[src/rtl/quad_step_decoder.sv]
// Quadrature input cleaner: synchronise, debounce, decode into step/dir/err, track position, drive a direction digit.
// Latency: a stable input level produces step on the (SYNC_STAGES+DEBOUNCE)th clock edge after it is first sampled.
// No backpressure: free-running, one decision per clock; outputs are registered pulses/levels.
module quad_step_decoder #(
    parameter int SYNC_STAGES = 2,
    parameter int DEBOUNCE    = 4,
    parameter int POS_W       = 4
) (
    input  logic             clk,
    input  logic             rst,
    input  logic             a_in,
    input  logic             b_in,
    output logic             step,
    output logic             dir,
    output logic             err,
    output logic [POS_W-1:0] pos,
    output logic [6:0]       disp
);

    localparam int CNT_W = $clog2(DEBOUNCE) + 1;
    localparam logic [CNT_W-1:0] CNT_MAX = CNT_W'(DEBOUNCE - 1);

    // Active-low segment patterns, bit0 = a .. bit6 = g
    localparam logic [6:0] SEG_DASH = 7'b0111111;
    localparam logic [6:0] SEG_U    = 7'b1000001;
    localparam logic [6:0] SEG_D    = 7'b0100001;

    logic [SYNC_STAGES-1:0] a_sync;
    logic [SYNC_STAGES-1:0] b_sync;
    logic                   a_s;
    logic                   b_s;

    logic                   a_f;
    logic                   b_f;
    logic [CNT_W-1:0]       a_cnt;
    logic [CNT_W-1:0]       b_cnt;
    logic [CNT_W-1:0]       a_cnt_nxt;
    logic [CNT_W-1:0]       b_cnt_nxt;
    logic                   a_load;
    logic                   b_load;
    logic                   a_f_nxt;
    logic                   b_f_nxt;

    logic                   fwd;
    logic                   rev;
    logic                   bad;
    logic                   seen;

    assign a_s = a_sync[SYNC_STAGES-1];
    assign b_s = b_sync[SYNC_STAGES-1];

    // Synchroniser chains for the two asynchronous channels
    always_ff @(posedge clk) begin
        if (rst) begin
            a_sync <= '0;
            b_sync <= '0;
        end else begin
            a_sync <= {a_sync[SYNC_STAGES-2:0], a_in};
            b_sync <= {b_sync[SYNC_STAGES-2:0], b_in};
        end
    end

    // Debounce: accept a new level only after it persists DEBOUNCE cycles
    always_comb begin
        a_load    = (a_s != a_f) && (a_cnt == CNT_MAX);
        b_load    = (b_s != b_f) && (b_cnt == CNT_MAX);
        a_cnt_nxt = ((a_s == a_f) || a_load) ? '0 : a_cnt + CNT_W'(1);
        b_cnt_nxt = ((b_s == b_f) || b_load) ? '0 : b_cnt + CNT_W'(1);
        a_f_nxt   = a_load ? a_s : a_f;
        b_f_nxt   = b_load ? b_s : b_f;
    end

    // Classify the old->new filtered pair along the Gray sequence 00,01,11,10
    always_comb begin
        fwd = 1'b0;
        rev = 1'b0;
        bad = 1'b0;
        case ({a_f, b_f, a_f_nxt, b_f_nxt})
            4'b0001, 4'b0111, 4'b1110, 4'b1000: fwd = 1'b1;
            4'b0010, 4'b1011, 4'b1101, 4'b0100: rev = 1'b1;
            4'b0011, 4'b1100, 4'b0110, 4'b1001: bad = 1'b1;
            default: ;
        endcase
    end

    // Filtered state, debounce counters and decoded outputs
    always_ff @(posedge clk) begin
        if (rst) begin
            a_cnt <= '0;
            b_cnt <= '0;
            a_f   <= 1'b0;
            b_f   <= 1'b0;
            step  <= 1'b0;
            err   <= 1'b0;
            dir   <= 1'b0;
            pos   <= '0;
            seen  <= 1'b0;
        end else begin
            a_cnt <= a_cnt_nxt;
            b_cnt <= b_cnt_nxt;
            a_f   <= a_f_nxt;
            b_f   <= b_f_nxt;
            step  <= fwd | rev;
            err   <= bad;
            if (fwd) begin
                dir  <= 1'b0;
                pos  <= pos + POS_W'(1);
                seen <= 1'b1;
            end else if (rev) begin
                dir  <= 1'b1;
                pos  <= pos - POS_W'(1);
                seen <= 1'b1;
            end
        end
    end

    // Digit follows the registered direction, so it lags the step pulse by one cycle
    always_ff @(posedge clk) begin
        if (rst) begin
            disp <= SEG_DASH;
        end else if (!seen) begin
            disp <= SEG_DASH;
        end else begin
            disp <= dir ? SEG_D : SEG_U;
        end
    end

endmodule

[config.mk]
export PLATFORM = sky130hd
export DESIGN_NAME = quad_step_decoder
export DESIGN_NICKNAME = d
export VERILOG_FILES = /design/src/rtl/quad_step_decoder.sv
export SDC_FILE = /design/constraint.sdc
export NUM_CORES = 1
export LEC_CHECK = 0
export CAP_MARGIN = 30
export CORE_MARGIN = 10
export CORE_UTILIZATION = 44
export DETAILED_ROUTE_END_ITERATION = 8
export PLACE_DENSITY = 0.8
export SYNTH_ARGS = -nofsm -noshare
export SYNTH_HDL_FRONTEND = slang
export SYNTH_SLANG_ARGS = --single-unit
export TNS_END_PERCENT = 10
[constraint.sdc]
create_clock -name clk -period 2.45 [get_ports clk]
set_input_delay 0.6125 -clock clk [delete_from_list [all_inputs] [get_ports clk]]
set_output_delay 0.6125 -clock clk [all_outputs]
set_load 0.1 [all_outputs]
# After elaboration in Yosys (flattened, before gate mapping)
# Index checks and enable logic that the tools add are counted.
dict set report totals {
  inputBits 4
  regBits 27
  wordCells 58
}
dict set report op_classes {
  n_reduce_logical 12
  bitwise_logic 2
  muxes 10
  n_eq_ne 18
  add_sub_neg 4
}
# operator n
set op_table {}
lappend op_table {{4-bit == test, second input constant} 6}
lappend op_table {{4-bit by 3-bit == test with 1-bit output, second input constant} 3}
lappend op_table {{4-bit OR reduction} 3}
lappend op_table {{4-bit by 2-bit == test with 1-bit output, second input constant} 2}
lappend op_table {{4-bit two-way mux} 2}
lappend op_table {{2-bit OR reduction} 4}
lappend op_table {{1-bit two-way mux} 7}
lappend op_table {{7-bit two-way mux} 1}
lappend op_table {{3-bit by 1-bit adder with 3-bit output, second input constant} 2}
lappend op_table {{3-bit by 2-bit == test with 1-bit output, second input constant} 2}
lappend op_table {{4-bit by 1-bit adder with 4-bit output, second input constant} 1}
lappend op_table {{4-bit by 1-bit == test with 1-bit output, second input constant} 1}
lappend op_table {{4-bit by 1-bit subtractor with 4-bit output, second input constant} 1}
lappend op_table {{1-bit == test} 2}
lappend op_table {{1-bit logical AND} 2}
lappend op_table {{1-bit logical OR} 2}
lappend op_table {{1-bit inequality test} 2}
lappend op_table {{2-bit nonzero test} 1}
lappend op_table {{1-bit inverter} 1}
lappend op_table {{1-bit bitwise OR} 1}

# Depth between registers and ports, before layout
# Gate-level depths: netlist of run 1.
dict set report logic_depth {
  depth_word 8
  ltp_mapped 12
  depth_no_buf 11
}

# Worst setup path after synthesis of run 1
# No wires, ideal clock.
dict set report synth_path {
  path_kind {register to register}
  from {register b_cnt[0]}
  to {register pos[2]}
  setup_ns 0.118
  t_arrival_ns 2.301
  path_stages_with_launch 13
  path_slack_ns 0.032
  synth_period_minus_slack_ns 2.418
  cell_sequence {dfxtp_1 ha_1 ha_1 buf_2 nor4bb_1 o41ai_2 o311ai_2 xnor2_1 ha_1 nor2_1 mux2i_1 xnor2_1 a32o_1}
}
dict set report synth_between {
  elab_chain_cells 7
}
# element line
set synth_rtl {}
lappend synth_rtl {{start: declaration} 36} ;# logic [CNT_W-1:0] b_cnt;
lappend synth_rtl {{start signal: assignment} 100} ;# b_cnt <= b_cnt_nxt;
lappend synth_rtl {{3-bit by 2-bit == test with 1-bit output (*)} 66} ;# b_load = (b_s != b_f) && (b_cnt == CNT_MAX);
lappend synth_rtl {{1-bit logical AND (*)} 66}
lappend synth_rtl {{1-bit two-way mux (*)} 70} ;# b_f_nxt = b_load ? b_s : b_f;
lappend synth_rtl {{4-bit by 1-bit == test with 1-bit output (tied with other cells)} 78} ;# case ({a_f, b_f, a_f_nxt, b_f_nxt})
lappend synth_rtl {{4-bit OR reduction} 78}
lappend synth_rtl {{1-bit two-way mux} 78}
lappend synth_rtl {{4-bit two-way mux or 2-bit nonzero test (tied branches)} -}
lappend synth_rtl {{end signal: assignment} 107} ;# pos <= pos + POS_W'(1);
lappend synth_rtl {{end signal: assignment} 111} ;# pos <= pos - POS_W'(1);
lappend synth_rtl {{end: declaration} 16} ;# output logic [POS_W-1:0] pos,
# Every way passes the cells marked *; elsewhere a longest branch is shown, timed or not.
# A chain may end at the register's enable or synchronous reset.

# Worst setup path after layout of run 1
dict set report layout_path {
  from {register a_f}
  to {register pos[2]}
}
dict set report layout_between {
  elab_chain_cells 7
}
# element line
set layout_rtl {}
lappend layout_rtl {{start: declaration} 33} ;# logic a_f;
lappend layout_rtl {{start signal: assignment} 101} ;# a_f <= a_f_nxt;
lappend layout_rtl {{1-bit inequality test} 65} ;# a_load = (a_s != a_f) && (a_cnt == CNT_MAX);
lappend layout_rtl {{1-bit logical AND} 65}
lappend layout_rtl {{1-bit two-way mux} 69} ;# a_f_nxt = a_load ? a_s : a_f;
lappend layout_rtl {{4-bit by 1-bit == test with 1-bit output (tied with other cells)} 78}
lappend layout_rtl {{4-bit OR reduction} 78}
lappend layout_rtl {{1-bit two-way mux} 78}
lappend layout_rtl {{4-bit two-way mux or 2-bit nonzero test (tied branches)} -}
# Several ways; a longest one is shown, not always the timed one.

==> results of run 1 <==
cell usage after synthesis:
| cell | count | area [sq um] |
|---|---|---|
| nand2_1 | 7 | 26.3 |
| a32o_1 | 1 | 10.0 |
| a2111o_1 | 1 | 11.3 |
| inv_1 | 8 | 30.0 |
| and3_1 | 2 | 12.5 |
| buf_6 | 2 | 22.5 |
| conb_1 | 1 | 3.75 |
| nor4bb_1 | 1 | 10.0 |
| ha_1 | 5 | 62.6 |
| nand2b_1 | 3 | 18.8 |
| nand3b_1 | 1 | 7.51 |
| nand4_1 | 1 | 6.26 |
| o21ai_0 | 3 | 15.0 |
| nor4b_1 | 2 | 17.5 |
| nor4_1 | 1 | 6.26 |
| nor2b_1 | 5 | 31.3 |
| o41ai_2 | 1 | 16.3 |
| nand4b_1 | 1 | 8.76 |
| mux2i_1 | 3 | 30.0 |
| xor2_1 | 2 | 17.5 |
| nor2_1 | 16 | 60.1 |
| a22oi_1 | 1 | 7.51 |
| and4b_4 | 1 | 13.8 |
| mux2_2 | 1 | 11.3 |
| o2111ai_1 | 1 | 8.76 |
| a21boi_0 | 1 | 7.51 |
| a21oi_1 | 2 | 10.0 |
| buf_4 | 4 | 30.0 |
| o311ai_2 | 1 | 16.3 |
| clkbuf_1 | 1 | 3.75 |
| xnor2_1 | 4 | 35.0 |
| buf_2 | 3 | 15.0 |
| o41ai_1 | 1 | 8.76 |
| nor3_1 | 1 | 5.00 |
| dfxtp_1 | 23 | 460 |
critical path: stages, from the launching register on:
cell	delay, ns
dfxtp_1	0.53
and4b_4	0.26
o41ai_2	0.43
o311ai_4	0.19
xnor2_1	0.16
ha_1	0.20
nor2_1	0.08
mux2i_1	0.08
xnor2_1	0.13
a32o_1	0.20
power groups by stage:
stage / clock network [mW] / registers, mW / logic (mW)
2_1_floorplan: 0 / 0.387 / 0.0223
3_3_place_gp: 0 / 0.389 / 0.0260
3_5_place_dp: 0 / 0.389 / 0.0269
4_1_cts: 0.180 / 0.381 / 0.0269
5_1_grt: 0.195 / 0.382 / 0.0298
6_report: 0.171 / 0.381 / 0.0268
what timing repair did:
action	in CTS	in global routing
gates resized for setup	0	3
setup buffers	0	2
endpoints found under the setup margin	0	2
cells by family (layout without fill, tap and decap cells):
logic type / count (synthesis) / count (layout) / synth area share, %
and+or+nand+nor: 42 / 42 / 21.2
DFF: 23 / 23 / 43.6
adders and majority gates: 5 / 5 / 5.92
AOI/OAI and AO/OA: 13 / 13 / 10.5
muxes: 4 / 4 / 3.91
buffers and inverters: 18 / 33 / 9.59
other: 1 / 1 / 0.355
xor gates and xnor gates: 6 / 6 / 4.97
final timing paths:
kind,end,slack (ns),depth (start not counted),start
worst max-delay path,pos[2],0.09,9,a_f
worst min-delay path,b_cnt[0],0.43,1,b_cnt[0]
worst max register to register,pos[2],0.09,9,a_f
worst min register to register,b_cnt[0],0.43,1,b_cnt[0]
sequential cells by signal (all words and copies together) (netlist names):
| register | cells |
|---|---|
| a_f | 1 |
| step | 1 |
| b_cnt | 3 |
| seen | 1 |
| dir | 1 |
| a_cnt | 3 |
| pos | 4 |
| b_sync | 2 |
| b_f | 1 |
| a_sync | 2 |
| err | 1 |
| disp | 3 |
layout make-up:
class | count | area share (%)
Clock buffer | 3 | 1.83
Clock inverter | 1 | 0.406
Inverter | 8 | 2.43
Multi-Input combinational cell | 71 | 41.8
Sequential cell | 23 | 37.3
Tap cell | 28 | 2.84
Timing Repair Buffer | 21 | 13.4
routing by layer:
metal	share of wire [%]	up-vias	wire length (um)	global-route usage, %
li1	-	403	-	-
met1	45	365	824	9.45
met2	46	21	855	13.0
met3	8.1	4	149	3.14
met4	1.1	0	21	2.66
met5	0	-	0	0
==> results.ini, run 1 <==
[sta]
slew_viol_final=0
setup_slack_ns=0.0933
rsz0062_at_grt=true
worst_pin_slew_ns=0.549
finalCritPeriodShare_pct=96.2
min_period_ns=2.36
hold_viol=0
fin_skew_ns=0.00676
clock.fmax_ghz=0.424
setup_viol=0
final.setup.tns_ns=0
whs_ns=0.429
maxSlewHeadroom_pct=63.3

[power]
switching_share_pct=22.5
p_clk_share_pct=29.6
pwr-share-seq_pct=65.8
power_mw=0.579
pwr-share-comb_pct=4.6
max-vdd-ir-drop_mv=0.321
pwr_density_cell_mw_per_mm2=470
leakagePower_nw=0.501
p_switching_mw=0.130
p_int_mw=0.449

[finish]
nets=137
final-seq-area_sq_um=460
utilization_pct=54.7
final_common_cell=dfxtp_1
synthToLayoutAreaGrowth_pct=16.7
multi_input_area_sq_um=515
n_antenna_cell=0
stdcell_count=155
fin_area_sq_mm=0.00123
drive_gt1_share_pct=22.0
layout_common_cells=dfxtp_1, buf_4, nor2_1
fillCellCount=209

[placement]
placed_cell_area_sq_mm=0.00117
port_buffers=16
pre_cts_ws_ns=0.0283
finalWeightedCongestion=0.714
dp.cells=149
hpwl_um=1460

[floorplanning]
die_h_um=69.0
fp.dieW_um=69.0
rows=17
placeableCoreArea_sq_mm=0.00225
design.portCount=18
start_util_pct=46.9
die-area_sq_mm=0.00476

[drt]
viasPerCell=5.12
routed_wl_um=1850
drc=0
drtAntennaViolNets=0
num_vias=793
drtIter0Drc=18
dr.pass1.iters=4
post_drt_wl_per_cell_um=11.9

[grt]
antenna_found_initial=0
grt_overflow_total=0
grt_pass1_wl_um=3370
grt_pass1_vias=759
grtUsageTotal_pct=8.06
grt_max_degree=18

[yosys]
synth_seq_cells=23
ys_types=35
avgSynthCellArea_sq_um=9.44
syn_nets=121
syn_inst=112
ys_seq_area_share_pct=43.6
synthesis.area_sq_mm=0.00106
ys_warn_count=0

[worst_setup_path]
arrival_ns=2.57
critical_path_peak_fanout=10
end_kind=register
worstSetupPathType=register to register
critPathRequiredTime_ns=2.67
startpoint_type=register

[cts]
cts_tree=built
cts_hold_buf=0
ctsLongestPathBuffers=2
cts-root-buf=clkbuf_4
htreeDepth=1
cts.sinks=23
clk_latency_ns=0.31
cts_buffers=3
cts.reportedPaths.clkPinSlew_ns=0.13

[status]
run_status=completed

[flow_run]
maxCapViolCount=0

[hold_path]
min_path_type=register to register

(Power assumes the default switching activity.)
==> run 2: changes to the inputs <==
Settings changed: CAP_MARGIN 30 to 20, CTS_CLUSTER_SIZE set to 24.
==> results of run 2 <==
Final layout, timing and power as in run 1 (identical DEF).
==> run 3: changes to the inputs <==
Settings changed: CELL_PAD_IN_SITES_DETAIL_PLACEMENT set to 0, CELL_PAD_IN_SITES_GLOBAL_PLACEMENT set to 1, CORE_UTILIZATION 44 to 35, PLACE_DENSITY 0.8 to 0.82.
==> run 3 against run 2 <==
Compared with the run above: critical path depth rose by 2; routed wire length grew 4.5%; via count fell by 2.5%; sequential cell count unchanged; cell count rose by 2.6%; global-route usage shrank 0.60 points; worst hold slack about the same; non-clock buffer count grew 1; final area rose by 4.2%; sequential power barely moved; fmax rose by 0.49%; core utilization decreased by 9.3 points; critical path type unchanged; critical endpoint unchanged; largest power group unchanged.
==> results.ini, run 3 (synthesized netlist as in run 1, its figures left out) <==
[status]
run_status=completed

[power]
pwr_density_cell_mw_per_mm2=448
max-vdd-ir-drop_mv=0.336
leakagePower_nw=0.498

[floorplanning]
rows=19
die_h_um=75.0
start_util_pct=37.4
die-area_sq_mm=0.00562
placeableCoreArea_sq_mm=0.00283
fp.dieW_um=75.0
design.portCount=18

[drt]
post_drt_wl_per_cell_um=12.2
num_vias=773
drc=0
dr.pass1.iters=4
viasPerCell=4.86
drtIter0Drc=23
drtAntennaViolNets=0
routed_wl_um=1930

[worst_setup_path]
critical_path_peak_fanout=5
end_kind=register
max_stage_delay_ns=0.42
path_cells=ha_4, ha_4, nor4bb_2, o41ai_2, o311ai_4, xnor2_1, ha_2, nor2_1, mux2i_1, xnor2_1, a32o_1
path_buf_inv=0
worstSetupPathType=register to register
arrival_ns=2.56
startpoint_type=register
path_delay_family=compound AO/OA/AOI/OAI gates
critPathRequiredTime_ns=2.66
cp_slowest_cell=o41ai_2

[grt]
grt_pass1_wl_um=3220
grt_pass1_vias=736
grt_overflow_total=0
grt_max_degree=18
antenna_found_initial=0
grtUsageTotal_pct=7.46

[sta]
clock.fmax_ghz=0.426
maxSlewHeadroom_pct=61.5
setup_viol=0
worst_pin_slew_ns=0.576
finalCritPeriodShare_pct=95.7
hold_viol=0
rsz0062_at_grt=true
min_period_ns=2.35
slew_viol_final=0
fin_skew_ns=0.00420

[cts]
cts_hold_buf=0
cts-root-buf=clkbuf_4
cts_buffers=3
ctsLongestPathBuffers=2
htreeDepth=1
cts.reportedPaths.clkPinSlew_ns=0.11
clk_latency_ns=0.31
cts_tree=built
cts.sinks=23

[finish]
nets=138
utilization_pct=45.4
stdcell_count=159
n_antenna_cell=0
layout_common_cells=dfxtp_1, buf_4, nor2_1
drive_gt1_share_pct=28.1
synthToLayoutAreaGrowth_pct=21.5
largest_register=pos
largest_reg_flops=4

[flow_run]
maxCapViolCount=0

[hold_path]
min_path_type=register to register

[placement]
dp.cells=154
finalWeightedCongestion=0.811
hpwl_um=1480
port_buffers=16

run 3: cell type report:
type / instances / area (sq um)
Sequential cell: 23 / 468
Inverter: 8 / 30.0
Fill cell: 280 / 1540
Timing Repair Buffer: 22 / 173
Tap cell: 31 / 38.8
Clock buffer: 4 / 26.3
Multi-Input combinational cell: 71 / 549
run 3: worst paths after layout:
check                           startpoint        to  slack [ns]  cells past startpoint
worst max-delay path              b_cnt[0]    pos[2]        0.10                     11
worst min-delay path              a_cnt[0]  a_cnt[0]        0.43                      1
worst max register to register    b_cnt[0]    pos[2]        0.10                     11
worst min register to register    a_cnt[0]  a_cnt[0]        0.43                      1
run 3: what timing repair did:
item                                   CTS  global route
buffers inserted                         0             1
setup endpoints to repair                0             2
endpoints found under the hold margin    0             0
gates resized for setup                  0            15
run 3: report_power, final:
part / internal [mW] / switching [mW]
Clock: 0.0636 / 0.104
Combinational: 0.0105 / 0.0169
Sequential: 0.377 / 0.00349
run 3: worst reg2reg max path, delay by kind of cell (launching register included):
family          cells  cell delay [ns]
compound gates      3             0.84
fa+ha+maj           3             0.48
flops               1             0.37
xor+xnor            2             0.30
mux                 1             0.17
simple gates        2             0.09
run 3: per-stage QoR:
stage | TNS, ns | total power, mW | cell area, sq um | hold slack (ns) | setup WS [ns]
after CTS | 0 | 0.588 | 1220 | 0.432 | 0.0235
after global placement | 0 | 0.416 | 1190 | 0.406 | 0.126
after floorplan | 0 | 0.410 | 1060 | 0.392 | 0.0319
after detailed placement | 0 | 0.417 | 1190 | 0.411 | 0.0585
after global routing | -0.0328 | 0.610 | 1280 | 0.455 | -0.0328
final | 0 | 0.575 | 1280 | 0.429 | 0.105
run 3: per-layer routing:
layer  vias up  track usage [%]  part of all wire [%]
met5         -                0                     0
met4         0             3.15                   2.1
met3         5             3.42                   6.4
met2        18             11.7                    47
met1       347             8.57                    44
li1        403                -                     -
